--- src/rtl/instr_encoder_pkg.sv ---
// Shared encoder definitions: format codes, NOP word, FSM state codes,
// encode-request payload and the immediate range helper.
package instr_encoder_pkg;

  localparam int unsigned INSTR_W = 32;
  localparam int unsigned CNT_W   = 9;

  localparam logic [INSTR_W-1:0] INSTR_NOP = 32'h0000_0013;

  typedef enum logic [2:0] {
    FMT_R = 3'd0,
    FMT_I = 3'd1,
    FMT_S = 3'd2,
    FMT_B = 3'd3,
    FMT_U = 3'd4,
    FMT_J = 3'd5
  } fmt_e;

  typedef enum logic [1:0] {
    ST_IDLE = 2'd0,
    ST_PEND = 2'd1,
    ST_FULL = 2'd2
  } state_e;

  // fmt is kept as raw bits so invalid codes can be carried and flagged
  typedef struct packed {
    logic [2:0]         fmt;
    logic [6:0]         opcode;
    logic [4:0]         rd;
    logic [4:0]         rs1;
    logic [4:0]         rs2;
    logic [2:0]         funct3;
    logic [6:0]         funct7;
    logic [INSTR_W-1:0] imm;
  } enc_req_t;

  // True when v is the sign-extension of its low 'bits' bits
  function automatic logic fits_signed(input logic [INSTR_W-1:0] v, input int unsigned bits);
    logic ok;
    ok = 1'b1;
    for (int unsigned i = 0; i < INSTR_W; i++) begin
      if ((i + 1 >= bits) && (v[i] != v[INSTR_W-1])) ok = 1'b0;
    end
    return ok;
  endfunction

endpackage

--- src/rtl/instr_pack.sv ---
// instr_pack: combinational field -> RV32I word packer.
// Ports: req_i (encode request payload), word_c_o (packed word, NOP when bad),
//        bad_c_o (invalid format or, with ENC_IMM_CHECK_EN, out-of-range immediate).
// Macro: ENC_IMM_CHECK_EN enables immediate range checking.
module instr_pack
  import instr_encoder_pkg::*;
(
  input  enc_req_t           req_i,
  output logic [INSTR_W-1:0] word_c_o,
  output logic               bad_c_o
);

  logic [INSTR_W-1:0] raw;
  logic               fmt_ok;
  logic               imm_ok;

  // Field placement per instruction format
  always_comb begin
    raw    = INSTR_NOP;
    fmt_ok = 1'b1;
    case (req_i.fmt)
      FMT_R: raw = {req_i.funct7, req_i.rs2, req_i.rs1, req_i.funct3, req_i.rd, req_i.opcode};
      FMT_I: raw = {req_i.imm[11:0], req_i.rs1, req_i.funct3, req_i.rd, req_i.opcode};
      FMT_S: raw = {req_i.imm[11:5], req_i.rs2, req_i.rs1, req_i.funct3, req_i.imm[4:0],
                    req_i.opcode};
      FMT_B: raw = {req_i.imm[12], req_i.imm[10:5], req_i.rs2, req_i.rs1, req_i.funct3,
                    req_i.imm[4:1], req_i.imm[11], req_i.opcode};
      FMT_U: raw = {req_i.imm[31:12], req_i.rd, req_i.opcode};
      FMT_J: raw = {req_i.imm[20], req_i.imm[10:1], req_i.imm[11], req_i.imm[19:12],
                    req_i.rd, req_i.opcode};
      default: fmt_ok = 1'b0;
    endcase
  end

`ifdef ENC_IMM_CHECK_EN
  // Immediate must be representable by the format's encoding
  always_comb begin
    imm_ok = 1'b1;
    case (req_i.fmt)
      FMT_I, FMT_S: imm_ok = fits_signed(req_i.imm, 12);
      FMT_B:        imm_ok = fits_signed(req_i.imm, 13) && !req_i.imm[0];
      FMT_J:        imm_ok = fits_signed(req_i.imm, 21) && !req_i.imm[0];
      FMT_U:        imm_ok = (req_i.imm[11:0] == 12'h000);
      default:      imm_ok = 1'b1;
    endcase
  end
`else
  assign imm_ok = 1'b1;
`endif

  assign bad_c_o  = !fmt_ok || !imm_ok;
  assign word_c_o = bad_c_o ? INSTR_NOP : raw;

endmodule

--- src/rtl/instr_encoder.sv ---
// instr_encoder: sequential RV32I encoder / IMEM program loader.
// Accepts field-level requests on req_valid/req_ready, packs them and writes
// the word to IMEM at an auto-incrementing address (one-entry pipeline).
// Ports: clk, rst_n (async active-low), load_base/base_addr (session start),
//        req_* (encode request), imem_wr_en/imem_wr_ready/imem_addr/imem_wr_data
//        (IMEM write port), count/full/err (session status).
// Macro: ENC_IMM_CHECK_EN (immediate range checking inside instr_pack).
module instr_encoder
  import instr_encoder_pkg::*;
#(
  parameter int unsigned ADDR_W    = 10,
  parameter int unsigned MAX_INSTR = 256
) (
  input  logic               clk,
  input  logic               rst_n,
  input  logic               load_base,
  input  logic [ADDR_W-1:0]  base_addr,
  input  logic               req_valid,
  output logic               req_ready,
  input  logic [2:0]         req_fmt,
  input  logic [6:0]         req_opcode,
  input  logic [4:0]         req_rd,
  input  logic [4:0]         req_rs1,
  input  logic [4:0]         req_rs2,
  input  logic [2:0]         req_funct3,
  input  logic [6:0]         req_funct7,
  input  logic [INSTR_W-1:0] req_imm,
  output logic               imem_wr_en,
  input  logic               imem_wr_ready,
  output logic [ADDR_W-1:0]  imem_addr,
  output logic [INSTR_W-1:0] imem_wr_data,
  output logic [CNT_W-1:0]   count,
  output logic               full,
  output logic               err
);

  localparam logic [CNT_W-1:0] CNT_MAX = CNT_W'(MAX_INSTR);

  state_e             state_q, state_d;
  logic [ADDR_W-1:0]  next_addr_q, next_addr_d;
  logic [ADDR_W-1:0]  addr_q, addr_d;
  logic [INSTR_W-1:0] data_q, data_d;
  logic [CNT_W-1:0]   count_q, count_d;
  logic               err_q, err_d;

  enc_req_t           req;
  logic [INSTR_W-1:0] word_c;
  logic               bad_c;
  logic [ADDR_W-1:0]  base_aligned;
  logic               accept;
  logic               wr_done;

  assign req = {req_fmt, req_opcode, req_rd, req_rs1, req_rs2, req_funct3, req_funct7, req_imm};

  instr_pack u_pack (
    .req_i    (req),
    .word_c_o (word_c),
    .bad_c_o  (bad_c)
  );

  assign base_aligned = base_addr & ~ADDR_W'(3);
  assign full         = (count_q == CNT_MAX);
  assign req_ready    = !full && ((state_q == ST_IDLE) || ((state_q == ST_PEND) && imem_wr_ready));
  assign accept       = req_valid && req_ready;
  assign wr_done      = (state_q == ST_PEND) && imem_wr_ready;

  // Next-state: load_base applies first so a same-cycle accept starts at base
  always_comb begin
    state_d     = state_q;
    next_addr_d = next_addr_q;
    addr_d      = addr_q;
    data_d      = data_q;
    count_d     = count_q;
    err_d       = err_q;
    if (load_base) begin
      next_addr_d = base_aligned;
      count_d     = '0;
      err_d       = 1'b0;
    end
    if (accept) begin
      addr_d      = next_addr_d;
      data_d      = word_c;
      next_addr_d = next_addr_d + ADDR_W'(4);
      count_d     = count_d + CNT_W'(1);
      if (bad_c) err_d = 1'b1;
      state_d     = ST_PEND;
    end else if (wr_done) begin
      state_d = (count_d == CNT_MAX) ? ST_FULL : ST_IDLE;
    end else if ((state_q == ST_FULL) && load_base) begin
      state_d = ST_IDLE;
    end
  end

  always_ff @(posedge clk or negedge rst_n) begin
    if (!rst_n) begin
      state_q     <= ST_IDLE;
      next_addr_q <= '0;
      addr_q      <= '0;
      data_q      <= '0;
      count_q     <= '0;
      err_q       <= 1'b0;
    end else begin
      state_q     <= state_d;
      next_addr_q <= next_addr_d;
      addr_q      <= addr_d;
      data_q      <= data_d;
      count_q     <= count_d;
      err_q       <= err_d;
    end
  end

  assign imem_wr_en   = (state_q == ST_PEND);
  assign imem_addr    = addr_q;
  assign imem_wr_data = data_q;
  assign count        = count_q;
  assign err          = err_q;

endmodule

--- config.mk ---
export PLATFORM = sky130hd
export DESIGN_NAME = instr_encoder
export DESIGN_NICKNAME = d
export VERILOG_FILES = /design/src/rtl/instr_encoder_pkg.sv /design/src/rtl/instr_pack.sv /design/src/rtl/instr_encoder.sv
export SDC_FILE = /design/constraint.sdc
export NUM_CORES = 1
export LEC_CHECK = 0
export ABC_AREA = 1
export ABC_CLOCK_PERIOD_IN_PS = 1800
export CORE_MARGIN = 2
export CORE_UTILIZATION = 44
export CTS_CLUSTER_SIZE = 24
export DETAILED_ROUTE_END_ITERATION = 7
export GPL_TIMING_DRIVEN = 0
export PLACE_DENSITY = 0.76
export SLEW_MARGIN = 15
export SYNTH_ARGS = -nofsm -noshare
export SYNTH_HDL_FRONTEND = slang
export SYNTH_HIERARCHICAL = 1
export SYNTH_SLANG_ARGS = --single-unit
--- constraint.sdc ---
create_clock -name clk -period 1.8 [get_ports clk]
set_input_delay 0.27 -clock clk [delete_from_list [all_inputs] [get_ports clk]]
set_output_delay 0.27 -clock clk [all_outputs]
set_load 0.05 [all_outputs]
==> implementation parameters, run 1 <==
Parameter                              Value

Detailed routing
  Vias after detailed routing ... 3675
  Remaining number of nets flagged by the antenna check after routing ... 0
  First-iteration detailed-routing DRC count ... 185
  WL/cell ... 13.3 um
  Number of detailed-routing iterations run before antenna repair ... 4
  Drt via density ... 4.84
  Total Wirelength ... 10100 um
  DR DRC count ... 0

Layout
  Post-layout instance count excluding filler cells ... 759
  Growth of design area from synthesis to finish ... 49.6%
  Fraction of layout instances using a drive strength above 1 ... 0.100
  Number of nets in the layout ... 737
  Number of antenna diodes ... 0
  Most frequent standard cell in the layout excluding fill and tap cells ... nand2_1
  Commonest cells after routing, fill and taps aside ... 270 x nand2_1, 82 x clkdlybuf4s50_1, 55 x dfrtp_1
  Fill cell count ... 688

Flow run
  Max-capacitance violation count ... 0

Timing
  Layout Skew ... 0.0142 ns
  Clock period minus worst slack ... 1.77 ns
  Worst relative slew slack ... 0.629
  Number of setup violations in the final report ... 0
  Total Neg Setup Slack ... 0 ns
  Maximum achievable frequency ... 565 MHz
  Max-slew violation total from the final report ... 0
  Actual slew at the worst max-slew pin ... 0.556 ns
  Crit path setup slack, layout ... 0.0308 ns
  Final number of hold-violating endpoints ... 0
  Fin crit share ... 0.983

Synth
  Post-Syn Area per Cell ... 7.06 sq um
  Largest family of logic cells by synthesized area ... simple AND/OR/NAND/NOR gates
  Yosys cell types ... 26
  Xor and xnor fraction of the mapped netlist area ... 0.0221
  Area share of fa/ha/maj cells after synthesis ... 0.0105
  Post-synthesis mux area share ... 0
  Count of synthesis-stage warnings from yosys ... 6
  Area of the mapped netlist ... 3570 sq um
  Compound-Gate Fraction of Synth Area ... 0.0207
  Total of flip-flops plus latches after synthesis ... 64
  Proportion of synthesized chip area in sequential cells ... 0.448
  Synthesized netlist net count ... 591
  Simple-gate portion of the synthesized area ... 0.416
  Synthesized instance count ... 506

Place
  Total placed cells including tap cells ... 741
  Global placement routability congestion ... 0.937
  Number of port buffers ... 132
  Post-detail-place hpwl ... 7720 um
  Pre-CTS setup slack ... -0.424 ns

Pwr
  Leakage Power ... 3.22 nW
  PwrDens ... 891 nW/um^2
  Peak supply drop ... 0.000397 V
  Pwr Total ... 4.76 mW

Worst setup path
  Crit-path leading delay family ... buffers and inverters
  Kind of critical path ... flop to primary output
  Data arrival, critical path ... 1.50 ns
  Worst setup EP type ... primary output
  Worst Setup Start Kind ... flop
  Start point of the critical path ... count[3]
  CP max FO ... 2
  Slowest cell delay on critical path ... 0.80 ns
  CP bufs+invs ... 1
  Critical-path cell list ... clkdlybuf4s50_1
  Worst path required time ... 1.53 ns
  Master of the slowest instance on the critical path ... clkdlybuf4s50_1
  Worst R2R Start ... count[5]

Global routing
  Via count of the first global-routing pass ... 3447
  Sum of overflow across all layers after global routing ... 0
  Number of antenna violations at the first check in global routing ... 0
  First-pass GRT wire length ... 16200 um
  GR Util All Layers ... 0.236
  Maximum number of pins on one net before global-route repair ... 53

Die
  Die Span X ... 94.1 um
  Area of the core ... 7810 sq um
  Number of I/O pins ... 137
  Effective utilization at floorplan ... 0.457
  Vertical die dimension ... 94.1 um
  Total number of placement rows ... 32
  Die footprint ... 8850 sq um

Outcome
  Run status ... complete, no violations

Clock tree
  Clock tree from TritonCTS ... done
  Clock Root Buffer ... clkbuf_8
  Inserted Clock Buffers ... 9
  Num Clock Sinks ... 64
  Clk_lat worst skew ... 0.34 ns
  Number of buffers between clock root and the deepest sink ... 2
  H-tree lvl count ... 3
  CTS clk-pin slew, worst paths ... 0.07 ns

Hold path
  Worst min path class ... primary input to asynchronous set/reset pin
power by group:
part / switching [mW] / internal, mW / total [mW]
combinational: 1.18 / 0.623 / 1.80
sequential: 0.116 / 1.65 / 1.76
clock: 0.552 / 0.641 / 1.19
total: 1.85 / 2.91 / 4.76
area by class of cell:
cell class | instances | area (sq um) | area share
multi-input combinational | 383 | 1680 | 0.315
sequential | 64 | 1610 | 0.302
timing repair buffer | 135 | 1440 | 0.269
buffer | 21 | 151 | 0.0283
inverter | 38 | 143 | 0.0267
clock buffer | 11 | 131 | 0.0246
tap | 102 | 128 | 0.0239
clock inverter | 5 | 57.6 | 0.0108
flip-flops by register name, summed over array words and instances, names as in the netlist:
signal	flops
err	1
count	9
imem_wr_data	32
imem_addr	10
next_addr_q	10
state_q	2
routing by layer:
layer	vias to the layer above	share of wire	track usage
met4	0	0.012	0.0713
li1	1854	-	-
met3	12	0.099	0.0746
met2	147	0.48	0.394
met1	1662	0.41	0.293
met5	-	0	0
cell families (layout without fill, tap and decap cells):
group / count (synthesis) / after routing
fa+ha+maj: 3 / 3
simple gates: 357 / 357
xor+xnor: 9 / 9
flops: 64 / 64
buf+inv: 59 / 210
compound gates: 14 / 14
through the flow:
step	cell area, sq um	util	hold slack [ns]
after floorplan	3580	-	-0.0256
after global placement	5030	0.644	0.442
after detailed placement	5060	0.648	0.138
after CTS	5250	0.672	0.323
after global routing	5340	0.684	0.352
final	5340	0.684	0.322
cells in the mapped netlist:
cell type / count / area share
buf_4: 4 / 0.0084
nand2_1: 270 / 0.28
inv_2: 8 / 0.0084
xor2_1: 8 / 0.020
nand4_1: 9 / 0.016
or2_1: 3 / 0.0053
nor2_8: 1 / 0.0056
nor2_1: 23 / 0.024
buf_2: 10 / 0.014
nand3_1: 40 / 0.056
o21ai_0: 11 / 0.015
a21oi_1: 2 / 0.0028
ha_1: 3 / 0.011
dfrtp_1: 64 / 0.45
buf_6: 6 / 0.019
inv_1: 30 / 0.032
clkbuf_1: 1 / 0.0011
or2_2: 1 / 0.0018
nor2_2: 1 / 0.0018
nand3_2: 1 / 0.0028
o21ai_2: 1 / 0.0025
nor3_2: 3 / 0.0084
nor3_1: 3 / 0.0042
nand2_4: 1 / 0.0032
xnor2_1: 1 / 0.0025
nor2_4: 1 / 0.0032
worst paths after layout:
path | end | slack [ns] | cells after the start
worst max-delay path | count[3] | 0.03 | 1
worst min-delay path | count[3] | 0.32 | 2
worst max register to register | next_addr_q[3] | 0.23 | 10
worst min register to register | imem_wr_data[22] | 0.47 | 2
max in group asynchronous | count[2] | 0.95 | 3
min in group clk | err | 0.41 | 5
timing repair:
action / CTS / global route
pin swaps: 0 / 1
hold buffers: 1 / 0
hold endpoints to repair: 12 / 0
gates resized for setup: 21 / 39
gates cloned: 0 / 0
setup endpoints to repair: 13 / 41
buffers inserted: 1 / 0
Power figures use the tool's default switching activity.
==> inputs of run 2 (changes only) <==
--- a/config.mk
+++ b/config.mk
@@ -13,6 +13,7 @@
 export DETAILED_ROUTE_END_ITERATION = 7
 export GPL_TIMING_DRIVEN = 0
 export PLACE_DENSITY = 0.76
+export SETUP_SLACK_MARGIN = 0.1
 export SLEW_MARGIN = 15
 export SYNTH_ARGS = -nofsm -noshare
 export SYNTH_HDL_FRONTEND = slang
==> implementation parameters, run 2 (same netlist as run 1, synthesis figures left out) <==
Parameter                              Value

Clock tree
  H-tree lvl count ... 3 (unchanged)
  Clock Root Buffer ... clkbuf_8
  CTS clk-pin slew, worst paths ... 0.07 ns (about the same)
  Num Clock Sinks ... 64 (unchanged)
  Number of buffers between clock root and the deepest sink ... 2 (unchanged)
  Clk_lat worst skew ... 0.34 ns (about the same)
  Inserted Clock Buffers ... 9 (unchanged)
  Clock tree from TritonCTS ... done

Timing
  Crit path setup slack, layout ... 0.126 ns (+0.0951 ns)
  Clock period minus worst slack ... 1.67 ns (-0.0951 ns)
  Worst relative slew slack ... 0.636 (+0.00723)
  Number of setup violations in the final report ... 0 (unchanged)
  RSZ-0062 raised after global routing ... yes
  Actual slew at the worst max-slew pin ... 0.548 ns (-0.00776 ns)
  Fin crit share ... 0.930 (-0.0528)
  Layout Skew ... 0.00954 ns (-0.00462 ns)
  Max-slew violation total from the final report ... 0 (unchanged)
  Final hold slack ... 0.353 ns (+0.0313 ns)
  Maximum achievable frequency ... 597 MHz (+5.7%)
  Final number of hold-violating endpoints ... 0 (unchanged)

Worst setup path
  CP bufs+invs ... 2 (+1)
  Crit-path leading delay family ... flip-flops
  Worst setup EP type ... primary output
  Master of the slowest instance on the critical path ... dfrtp_2
  Worst R2R Start ... count[0]
  Register-to-Register Path Depth ... 11 (+1)
  RR Endpoint ... next_addr_q[6]
  Critical-path cell list ... nor2_2, nand3_2, nor2_4, buf_6, nor2_8, buf_8
  Slowest cell delay on critical path ... 0.43 ns (-0.37 ns)
  Data arrival, critical path ... 1.40 ns (-0.10 ns)
  Worst Setup Start Kind ... flop
  CP max FO ... 4 (+2)
  Worst path required time ... 1.53 ns (about the same)
  FF-to-FF setup slack ... 0.22 ns (about the same)
  Kind of critical path ... flop to primary output

Detailed routing
  WL/cell ... 13.3 um (+0.17%)
  Number of detailed-routing iterations run before antenna repair ... 6 (+2)
  Remaining number of nets flagged by the antenna check after routing ... 0 (unchanged)
  Vias after detailed routing ... 3667 (-0.22%)
  First-iteration detailed-routing DRC count ... 128 (-31%)
  Drt via density ... 4.80 (-0.87%)
  Total Wirelength ... 10100 um (+0.83%)
  DR DRC count ... 0 (unchanged)

Global routing
  Number of antenna violations at the first check in global routing ... 0 (unchanged)
  Sum of overflow across all layers after global routing ... 0 (unchanged)
  First-pass GRT wire length ... 16900 um (+4.0%)
  Maximum number of pins on one net before global-route repair ... 44 (-17%)
  GR Util All Layers ... 0.243 (+0.00662)
  Via count of the first global-routing pass ... 3582 (+3.9%)

Layout
  Post-layout util ... 0.676 (-0.00801)
  Number of nets in the layout ... 742 (+0.68%)
  Growth of design area from synthesis to finish ... 47.8%
  Commonest cells after routing, fill and taps aside ... 270 x nand2_1, 75 x clkdlybuf4s50_1, 55 x dfrtp_1
  Flip-flop count of the largest register after layout ... 32 (unchanged)
  Fraction of layout instances using a drive strength above 1 ... 0.116 (+0.0159)
  Most frequent standard cell in the layout excluding fill and tap cells ... nand2_1
  Fill cell count ... 724 (+5.2%)
  Number of antenna diodes ... 0 (unchanged)

Die
  Die footprint ... 8850 sq um (unchanged)
  Die Span X ... 94.1 um (unchanged)
  Effective utilization at floorplan ... 0.457 (unchanged)
  Number of I/O pins ... 137 (unchanged)
  Area of the core ... 7810 sq um (unchanged)
  Total number of placement rows ... 32 (unchanged)
  Vertical die dimension ... 94.1 um (unchanged)

Place
  Number of port buffers ... 132 (unchanged)
  Pre-CTS setup slack ... -0.421 ns (+0.00345 ns)
  Post-detail-place hpwl ... 7630 um (-1.2%)
  Global placement routability congestion ... 0.927 (-1.1%)

Pwr
  PwrDens ... 913 nW/um^2 (+2.5%)
  Peak supply drop ... 0.000394 V (-0.62%)
  Leakage Power ... 2.90 nW (-10%)

Flow run
  Max-capacitance violation count ... 0 (unchanged)

Hold path
  Worst min path class ... primary input to asynchronous set/reset pin

Outcome
  Run status ... complete, no violations
## run 2: cell types whose count changed in the layout (fill, tap and decap cells not counted), sizes merged
cell | before | now
dlygate4sd2 | 10 | 53
dlymetal6s2s | 37 | 0
clkdlybuf4s50 | 82 | 75
buf | 25 | 30
clkinv | 4 | 2
bufinv | 1 | 2
clkbuf | 12 | 13
clkinvlp | 0 | 1
## run 2: how the worst max path moves through the flow
stage                        startpoint  depth (start not counted)  slack [ns]        end
after floorplan                count[8]                         11       -0.06   count[3]
final                          count[0]                          6        0.13  req_ready
after global placement            rst_n                          1       -1.89   count[2]
after global routing           count[2]                          6        0.07  req_ready
after CTS                      count[3]                          4        0.03       full
after detailed placement  imem_wr_ready                          6       -0.42  req_ready
## run 2: repair_timing
action,4_1_cts,5_1_grt
pin swaps,2,4
endpoints found under the hold margin,21,0
buffers inserted,4,2
resized for setup,69,9
hold buffers,1,0
endpoints found under the setup margin,59,7
gates cloned,0,0
## run 2: through the flow
stage                     total power, mW  cell area [sq um]  setup TNS (ns)  cells
after floorplan                      2.89               3580          -0.596    506
after global placement               3.61               5030         -109.93    740
after detailed placement             3.63               5050           -2.37    741
after CTS                            4.83               5250               0    762
after global routing                 5.07               5280               0    764
final                                4.82               5280               0    764
## run 2: report_power, final
group	switching, mW	total [mW]	leakage, nW	internal, mW
Combinational	1.18	1.73	1.99	0.543
Clock	0.548	1.33	0.104	0.780
Sequential	0.117	1.77	0.807	1.65
Total	1.85	4.82	2.90	2.97
## run 2: cell type report
cell class / count / area [sq um] / area share
inverters: 38 / 143 / 0.0270
plain buffers: 21 / 155 / 0.0294
clock inverters: 5 / 81.3 / 0.0154
flip-flops and latches: 64 / 1610 / 0.306
well taps: 102 / 128 / 0.0242
repair buffers: 140 / 1330 / 0.251
clock buffers: 11 / 131 / 0.0249
multi-input cells: 383 / 1700 / 0.322
## run 2: per-layer routing
layer,part of all wire,vias to the layer above,GRT usage
li1,-,1861,-
met1,0.44,1652,0.305
met2,0.47,141,0.415
met3,0.081,13,0.0666
met4,0.011,0,0.0592
met5,0,-,0
==> inputs of run 3 (changes only) <==
--- a/config.mk
+++ b/config.mk
@@ -14,7 +14,6 @@
 export GPL_TIMING_DRIVEN = 0
 export PLACE_DENSITY = 0.76
 export SETUP_SLACK_MARGIN = 0.1
-export SLEW_MARGIN = 15
 export SYNTH_ARGS = -nofsm -noshare
 export SYNTH_HDL_FRONTEND = slang
 export SYNTH_HIERARCHICAL = 1
==> implementation parameters, run 3 (same netlist as run 1, synthesis figures left out) <==
Parameter                              Value

Die
  Die Span X ... 94.1 um (unchanged)
  Die footprint ... 8850 sq um (unchanged)
  Number of I/O pins ... 137 (unchanged)
  Area of the core ... 7810 sq um (unchanged)
  Vertical die dimension ... 94.1 um (unchanged)
  Total number of placement rows ... 32 (unchanged)
  Effective utilization at floorplan ... 0.457 (unchanged)

Detailed routing
  Drt via density ... 4.79 (-0.20%)
  Total Wirelength ... 10000 um (-1.1%)
  Remaining number of nets flagged by the antenna check after routing ... 0 (unchanged)
  First-iteration detailed-routing DRC count ... 195 (+52%)
  DR DRC count ... 0 (unchanged)
  Vias after detailed routing ... 3631 (-0.98%)
  WL/cell ... 13.2 um (-0.31%)
  Number of detailed-routing iterations run before antenna repair ... 4 (-2)

Worst setup path
  CP bufs+invs ... 1 (-1)
  Worst path required time ... 1.53 ns (about the same)
  Worst Setup Start Kind ... flop
  Master of the slowest instance on the critical path ... dfrtp_2
  Kind of critical path ... flop to primary output
  Slowest cell delay on critical path ... 0.42 ns (about the same)
  Critical-path cell list ... nor2_2, nand3_2, nor2_4, nor2_8, buf_8
  Worst setup EP type ... primary output
  Crit-path leading delay family ... simple AND/OR/NAND/NOR gates
  CP max FO ... 4 (unchanged)
  Data arrival, critical path ... 1.38 ns (-0.02 ns)

Timing
  Max-slew violation total from the final report ... 0 (unchanged)
  Clock period minus worst slack ... 1.65 ns (-0.0245 ns)
  Layout Skew ... 0.00905 ns (-0.000487 ns)
  Fin crit share ... 0.916 (-0.0136)
  Final hold slack ... 0.0118 ns (-0.341 ns)
  RSZ-0062 raised after global routing ... yes
  Maximum achievable frequency ... 606 MHz (+1.5%)
  Worst relative slew slack ... 0.469 (-0.167)
  Number of setup violations in the final report ... 0 (unchanged)
  Final number of hold-violating endpoints ... 0 (unchanged)
  Actual slew at the worst max-slew pin ... 0.796 ns (+0.249 ns)

Pwr
  Peak supply drop ... 0.000418 V (+6.0%)
  PwrDens ... 924 nW/um^2 (+1.2%)
  Leakage Power ... 2.87 nW (-1.0%)

Layout
  Flip-flop count of the largest register after layout ... 32 (unchanged)
  Commonest cells after routing, fill and taps aside ... 269 x nand2_1, 75 x clkdlybuf4s50_1, 55 x dfrtp_1
  Most frequent standard cell in the layout excluding fill and tap cells ... nand2_1
  Growth of design area from synthesis to finish ... 46.6%
  Number of antenna diodes ... 0 (unchanged)
  Post-layout util ... 0.671 (-0.00545)
  Fraction of layout instances using a drive strength above 1 ... 0.114 (-0.00198)
  Number of nets in the layout ... 736 (-0.81%)
  Area of all placed cells without fillers ... 5240 sq um (-0.81%)

Place
  Post-detail-place hpwl ... 7610 um (-0.17%)
  Number of port buffers ... 132 (unchanged)
  Cell area after placement ... 5030 sq um (-0.40%)
  Global placement routability congestion ... 0.927 (unchanged)

Global routing
  Number of antenna violations at the first check in global routing ... 0 (unchanged)
  Maximum number of pins on one net before global-route repair ... 65 (+48%)
  Via count of the first global-routing pass ... 3620 (+1.1%)
  Sum of overflow across all layers after global routing ... 0 (unchanged)
  First-pass GRT wire length ... 16600 um (-1.4%)
  GR Util All Layers ... 0.239 (-0.00367)

Hold path
  Worst min path class ... primary input to asynchronous set/reset pin

Clock tree
  Number of buffers between clock root and the deepest sink ... 2 (unchanged)
  H-tree lvl count ... 3 (unchanged)
  Clock tree from TritonCTS ... done
  CTS clk-pin slew, worst paths ... 0.07 ns (about the same)
  Inserted Clock Buffers ... 9 (unchanged)
  Clk_lat worst skew ... 0.33 ns (about the same)
  Num Clock Sinks ... 64 (unchanged)
  Clock Root Buffer ... clkbuf_8
  CTS Hold Bufs ... 0 (-1)

Outcome
  Run status ... complete, no violations

Flow run
  Max-capacitance violation count ... 0 (unchanged)
## run 3: cell types whose count changed in the layout (fill, tap and decap cells not counted), sizes merged
cell,before,now
dlygate4sd3,1,0
buf,30,25
## run 3: final cells by class
| cell class | count | area, sq um |
|---|---|---|
| Buffer | 21 | 155 |
| Clock buffer | 11 | 141 |
| Clock inverter | 5 | 81.3 |
| Fill cell | 752 | 2570 |
| Inverter | 38 | 143 |
| Multi-Input combinational cell | 383 | 1710 |
| Sequential cell | 64 | 1610 |
| Tap cell | 102 | 128 |
| Timing Repair Buffer | 134 | 1270 |
## run 3: repair_timing
item                                    CTS  global route
pin swaps                                 1             5
buffers inserted                          0             2
endpoints found under the hold margin     0             0
resized for setup                        69            13
endpoints found under the setup margin   58             3
## run 3: path summary, 6_finish.rpt
check / startpoint / to / slack (ns) / depth (start not counted)
worst max-delay path: count[6] / req_ready / 0.15 / 5
min in group clk: req_fmt[2] / err / 0.40 / 5
worst max register to register: count[0] / count[6] / 0.24 / 9
max in group asynchronous: rst_n / count[2] / 1.22 / 1
worst min-delay path: rst_n / state_q[1] / 0.01 / 1
worst min register to register: imem_wr_data[20] / imem_wr_data[20] / 0.47 / 2
## run 3: routing by layer
layer,share of wire,vias up,track usage
met5,0,-,0
met4,0.015,0,0.0664
met3,0.084,17,0.0787
met2,0.47,131,0.404
met1,0.43,1644,0.292
li1,-,1839,-
## run 3: per-stage QoR
step	power, mW	setup TNS, ns	worst slack (ns)	cells
floorplan	2.89	-0.596	-0.0616	506
global placement	3.61	-109.93	-1.89	740
detailed placement	3.63	-2.55	-0.432	740
CTS	4.87	0	0.0545	756
global route	5.10	0	0.0761	758
finish	4.84	0	0.150	758
## run 3: where the power goes
part           switching, mW  leakage [nW]  internal [mW]  total, mW
logic                   1.18          1.95          0.529       1.71
clock network          0.547         0.110          0.818       1.37
registers              0.115         0.807           1.65       1.76
total                   1.84          2.87           3.00       4.84
